**config.mk**
```make
export PLATFORM = sky130hd
export DESIGN_NAME = xbus_latch_ctl
export DESIGN_NICKNAME = d
export VERILOG_FILES = /design/src/rtl/xbus_latch_pkg.sv /design/src/rtl/xbus_ack_sync.sv /design/src/rtl/xbus_latch_ctl.sv
export SDC_FILE = /design/constraint.sdc
export NUM_CORES = 1
export LEC_CHECK = 0
export BUFFER_PORTS_ARGS = -buffer_cell sky130_fd_sc_hd__buf_2
export CORE_MARGIN = 3
export CORE_UTILIZATION = 27
export CTS_CLUSTER_DIAMETER = 200
export DETAILED_ROUTE_END_ITERATION = 16
export GPL_TIMING_DRIVEN = 0
export PLACE_DENSITY = 0.59
export SETUP_SLACK_MARGIN = 0.15
export SLEW_MARGIN = 25
export SYNTH_ARGS = -nofsm -noshare
export SYNTH_HDL_FRONTEND = slang
export SYNTH_SLANG_ARGS = --single-unit
```
**constraint.sdc**
```tcl
create_clock -name clk -period 1.82 [get_ports clk]
set_clock_uncertainty 0.2 [all_clocks]
set_input_delay 0.091 -clock clk [delete_from_list [all_inputs] [get_ports clk]]
set_output_delay 0.091 -clock clk [all_outputs]
set_load 0.05 [all_outputs]
```
**src/rtl/xbus_latch_pkg.sv**
```systemverilog
// Shared types and constants for the xbus read-latch sequencer.
package xbus_latch_pkg;

  localparam int unsigned SETTLE_CYCLES_DEF = 2;
  localparam int unsigned TIMEOUT_DEF       = 255;
  localparam int unsigned TIMER_W           = 8;
  localparam int unsigned SETTLE_W          = 4;

  typedef enum logic [2:0] {
    ST_IDLE     = 3'd0,
    ST_WAIT_ACK = 3'd1,
    ST_SETTLE   = 3'd2,
    ST_HOLD     = 3'd3,
    ST_PRESENT  = 3'd4,
    ST_OUT      = 3'd5
  } xbus_state_e;

  typedef struct packed {
    logic bus_req;
    logic hold_n;
    logic oenb_n;
    logic busy;
  } xbus_ctl_t;

  // Moore decode of the latch/bus controls for a given state.
  function automatic xbus_ctl_t state_ctl(input xbus_state_e st);
    xbus_ctl_t c;
    c = '{bus_req: 1'b0, hold_n: 1'b0, oenb_n: 1'b1, busy: 1'b1};
    case (st)
      ST_IDLE:     c.busy = 1'b0;
      ST_WAIT_ACK: begin c.bus_req = 1'b1; c.hold_n = 1'b1; end
      ST_SETTLE:   begin c.bus_req = 1'b1; c.hold_n = 1'b1; end
      ST_HOLD:     c.hold_n = 1'b0;
      ST_PRESENT:  c.oenb_n = 1'b0;
      ST_OUT:      c.oenb_n = 1'b0;
      default:     c.busy = 1'b0;
    endcase
    return c;
  endfunction

endpackage

```
**src/rtl/xbus_ack_sync.sv**
```systemverilog
// Two-flop synchronizer for the bus acknowledge, synchronous reset to 0.
module xbus_ack_sync (
  input  logic clk,
  input  logic reset,
  input  logic d_i,
  output logic q_o
);

  logic meta_q;
  logic sync_q;

  always_ff @(posedge clk) begin
    if (reset) begin
      meta_q <= 1'b0;
      sync_q <= 1'b0;
    end else begin
      meta_q <= d_i;
      sync_q <= meta_q;
    end
  end

  assign q_o = sync_q;

endmodule

```
**src/rtl/xbus_latch_ctl.sv**
```systemverilog
// Read sequencer driving a 74S373-style latch bank: request, settle, freeze, capture, hand off.
// Optional XBUS_LATCH_ACK_SYNC_EN routes bus_ack through a 2-flop synchronizer.
module xbus_latch_ctl
  import xbus_latch_pkg::*;
#(
  parameter int unsigned DATA_W        = 32,
  parameter int unsigned SETTLE_CYCLES = SETTLE_CYCLES_DEF,
  parameter int unsigned TIMEOUT       = TIMEOUT_DEF
) (
  input  logic              clk,
  input  logic              reset,
  input  logic              rd_req,
  output logic              bus_req,
  input  logic              bus_ack,
  output logic              lat_hold_n,
  output logic              lat_oenb_n,
  input  logic [DATA_W-1:0] lat_q,
  output logic [DATA_W-1:0] dat,
  output logic              dat_valid,
  input  logic              dat_ready,
  output logic              rd_err,
  output logic              busy
);

  logic ack_s;

`ifdef XBUS_LATCH_ACK_SYNC_EN
  xbus_ack_sync u_ack_sync (
    .clk   (clk),
    .reset (reset),
    .d_i   (bus_ack),
    .q_o   (ack_s)
  );
`else
  assign ack_s = bus_ack;
`endif

  xbus_state_e         state_q, state_d;
  logic [TIMER_W-1:0]  timer_q, timer_d;
  logic [SETTLE_W-1:0] settle_q, settle_d;
  logic [DATA_W-1:0]   dat_q, dat_d;
  logic                dat_valid_q;
  logic                rd_err_q, rd_err_d;
  xbus_ctl_t           ctl_q, ctl_d;

  always_comb begin
    state_d  = state_q;
    timer_d  = timer_q;
    settle_d = settle_q;
    dat_d    = dat_q;
    rd_err_d = 1'b0;
    case (state_q)
      ST_IDLE: begin
        if (rd_req && !ack_s) begin
          state_d = ST_WAIT_ACK;
          timer_d = '0;
        end
      end
      ST_WAIT_ACK: begin
        if (timer_q != '1) timer_d = timer_q + 1'b1;
        // Ack is checked first so a coincident timeout loses.
        if (ack_s) begin
          state_d  = ST_SETTLE;
          settle_d = '0;
        end else if (timer_q == TIMER_W'(TIMEOUT - 1)) begin
          state_d  = ST_IDLE;
          rd_err_d = 1'b1;
        end
      end
      ST_SETTLE: begin
        if (settle_q == SETTLE_W'(SETTLE_CYCLES - 1)) state_d = ST_HOLD;
        else settle_d = settle_q + 1'b1;
      end
      ST_HOLD:    state_d = ST_PRESENT;
      ST_PRESENT: begin
        state_d = ST_OUT;
        dat_d   = lat_q;
      end
      ST_OUT:     if (dat_ready) state_d = ST_IDLE;
      default:    state_d = ST_IDLE;
    endcase
    // Outputs are registered from the next state so they align with it.
    ctl_d = state_ctl(state_d);
  end

  always_ff @(posedge clk) begin
    if (reset) begin
      state_q     <= ST_IDLE;
      timer_q     <= '0;
      settle_q    <= '0;
      dat_q       <= '0;
      dat_valid_q <= 1'b0;
      rd_err_q    <= 1'b0;
      ctl_q       <= state_ctl(ST_IDLE);
    end else begin
      state_q     <= state_d;
      timer_q     <= timer_d;
      settle_q    <= settle_d;
      dat_q       <= dat_d;
      dat_valid_q <= (state_d == ST_OUT);
      rd_err_q    <= rd_err_d;
      ctl_q       <= ctl_d;
    end
  end

  assign bus_req    = ctl_q.bus_req;
  assign lat_hold_n = ctl_q.hold_n;
  assign lat_oenb_n = ctl_q.oenb_n;
  assign busy       = ctl_q.busy;
  assign dat        = dat_q;
  assign dat_valid  = dat_valid_q;
  assign rd_err     = rd_err_q;

endmodule

```
==> impl_metrics.env <==
export IMPL_clk_latency_ns=0.31
export IMPL_combPwrFrac_pct=14.0
export IMPL_layout_drive_gt1_share_pct=35.32
export IMPL_worst_hold_path_endpoint="lat_oenb_n"
export IMPL_whs_path_depth=2
export IMPL_clock_sinks=52
export IMPL_fin_nets=426
export IMPL_drc_errors=0
export IMPL_p_int_mw=1.713
export IMPL_vias=2218
export IMPL_cts_tree="done"
export IMPL_p_clk_share_pct=34.7
export IMPL_synth_cell_area_sq_mm=0.002128
export IMPL_place_gp_congestion=0.7579
export IMPL_dp_hpwl_um=3845
export IMPL_cts_max_path_buffers=2
export IMPL_ctsRootBufferMaster="clkbuf_8"
export IMPL_cts_clk_slew_worst_paths_ns=0.10
export IMPL_synth_distinct_cells=41
export IMPL_start_kind="register"
export IMPL_rsz0062_at_grt="true"
export IMPL_path_class="reg -> reg"
export IMPL_worst_hold_startpoint="reset"
export IMPL_final_common_cell="buf_2"
export IMPL_synthesis_nets=301
export IMPL_fin_crit_sh_pct=95.06
export IMPL_grt_max_degree=16
export IMPL_initial_core_util_pct=28.58
export IMPL_relSlewSlack_pct=63.52
export IMPL_ys_warn_count=0
export IMPL_area_growth_pct=55.73
export IMPL_yosys_area_top_type_share_pct=48.91
export IMPL_setup_viol=0
export IMPL_p_switching_mw=0.5563
export IMPL_slew_violations=0
export IMPL_wl_um=6130
export IMPL_ys_async_sr_fraction_pct=0
export IMPL_numPortBuffers=73
export IMPL_rr_startpoint="timer_q[1]"
export IMPL_ios=75
export IMPL_holdWs_ns=0.1219
export IMPL_power_leakage_nw=1.377
export IMPL_nFillCells=752
export IMPL_fin_setup_tns_ns=0
export IMPL_synthCells=260
export IMPL_reg2reg_depth=5
export IMPL_finalHoldViolations=0
export IMPL_worst_slew_pin_slew_ns=0.5472
export IMPL_peakVddDrop_mv=0.3330
export IMPL_first_pass_iters=5
export IMPL_yosysSeqAreaShare_pct=48.91
export IMPL_powerDensity_mw_per_mm2=684.8
export IMPL_seqPwrFrac_pct=51.4
export IMPL_die_width_um=94.79
export IMPL_synth_edff_count=0
export IMPL_dr_first_iter_drc_count=70
export IMPL_antenna_found_initial=0
export IMPL_r2r_end="timer_q[6]"
export IMPL_wl_per_cell_um=12.67
export IMPL_drv_cap=0
export IMPL_netSwitchingFraction_pct=24.51
export IMPL_cts_buffers=5
export IMPL_final_antenna_net_count=0
export IMPL_avgSynthCellArea_sq_um=8.186
export IMPL_endpoint_kind="register"
export IMPL_ys_seq_elements=52
export IMPL_fin_crit_ns=1.730
export IMPL_synthTopCellsByArea="dfxtp_1, nand2_1, a21oi_1"
export IMPL_min_path_type="in -> reg"
export IMPL_rrSetupSlack_ns=0.09
export IMPL_diodes=0
export IMPL_rows=31
export IMPL_core_area_sq_mm=0.007447
export IMPL_status="finished, final reports clean"
export IMPL_yosysTopAreaCell="dfxtp_1"
export IMPL_cp_max_fo=4
export IMPL_arrival_ns=1.78
export IMPL_max_freq_ghz=0.5780
export IMPL_design_die_area_sq_mm=0.008984
export IMPL_viasPerCell=4.583
export IMPL_die_height_um=94.79
export IMPL_layout_common_cells="buf_2, nand2_1, dfxtp_1"
export IMPL_fin_util_pct=44.51
export IMPL_ys_flop_type="dfxtp_1"
export IMPL_required_ns=1.87
export IMPL_overflow=0
export IMPL_place_ws_ns=0.006534
export IMPL_htree_levels=2
export IMPL_gr_usage_all_layers_pct=13.67
export IMPL_layout_setup_ws_ns=0.08984
export IMPL_grt_pass1_vias=2148
export IMPL_grt_pass1_wl_um=9722
## registers in the layout (all words and copies together) (netlist names)
name	flops
lat_hold_n	1
rd_err	1
timer_q	8
settle_q	4
state_q	3
dat_valid	1
lat_oenb_n	1
busy	1
dat	32
## worst max-delay path, cell delays in order (launching register included)
cell     delay (ns)
dfxtp_4        0.39
ha_4           0.14
nand3_2        0.09
or4_4          0.43
or3_1          0.31
a21oi_1        0.11
## area by class of cell
| cell class | instances | area, sq um | share of cell area, % |
|---|---|---|---|
| multi-input combinational | 188 | 1120 | 33.79 |
| inverter | 4 | 17.52 | 0.5285 |
| sequential | 52 | 1057 | 31.90 |
| tap | 99 | 123.9 | 3.737 |
| timing repair buffer | 118 | 783.3 | 23.63 |
| clock inverter | 1 | 30.03 | 0.9060 |
| buffer | 16 | 110.1 | 3.322 |
| clock buffer | 6 | 72.57 | 2.190 |
## through the flow
stage	cell area, sq um	instances	total power [mW]
2_1_floorplan	2166	260	1.331
3_3_place_gp	2655	432	1.407
3_5_place_dp	2655	432	1.408
4_1_cts	3206	480	2.270
5_1_grt	3314	484	2.350
6_report	3314	484	2.270
## power by group through the flow
stage / combinational (mW) / sequential [mW] / clock [mW]
after floorplan: 0.107 / 1.22 / 0
after global placement: 0.216 / 1.19 / 0
after detailed placement: 0.216 / 1.19 / 0
after CTS: 0.295 / 1.16 / 0.812
after global routing: 0.344 / 1.17 / 0.837
final: 0.317 / 1.17 / 0.787
## cell families (layout without fill, tap and decap cells)
logic type,Yosys count,in the layout,synth area share [%]
AO/OA/AOI/OAI,60,60,16.11
flip-flops,52,52,48.91
AND/OR/NAND/NOR,120,120,26.51
XOR/XNOR,2,2,0.8232
multiplexers,2,2,0.9407
adder cells (fa/ha/maj),4,4,2.352
buffers and inverters,20,145,4.350
## cell usage after synthesis, types with 3 or more instances
library cell and count:
nand2_1 71, dfxtp_1 52, a21oi_1 42, nor2_1 11, clkbuf_1 9, or3_1 7, o21ai_0 6, buf_2 5
nand4_1 5, ha_1 4, inv_1 4, nand2b_1 4, nor3_1 3
## per-layer routing
| layer | track usage [%] | part of all wire (%) |
|---|---|---|
| met5 | 0 | 0 |
| met4 | 4.808 | 1.2 |
| met3 | 3.506 | 6.0 |
| met2 | 22.96 | 49 |
| met1 | 16.87 | 44 |
## worst max-delay path by stage
stage	startpoint	to	slack, ns	depth (start not counted)
after CTS	timer_q[1]	timer_q[6]	0.08	5
after detailed placement	state_q[0]	lat_hold_n	0.007	5
final	timer_q[1]	timer_q[6]	0.09	5
after global routing	bus_ack	timer_q[4]	0.003	6
after floorplan	timer_q[1]	timer_q[6]	0.16	5
after global placement	state_q[0]	lat_hold_n	0.004	5
## what timing repair did
| action | 4_1_cts | 5_1_grt |
|---|---|---|
| resized for setup | 18 | 30 |
| setup buffers | 8 | 3 |
| cloned | 0 | 1 |
| endpoints found under the hold margin | 33 | 0 |
| endpoints found under the setup margin | 41 | 45 |
| pin swaps | 4 | 13 |
| hold buffers | 33 | 0 |
No activity file was read; power rests on OpenSTA's default activity.
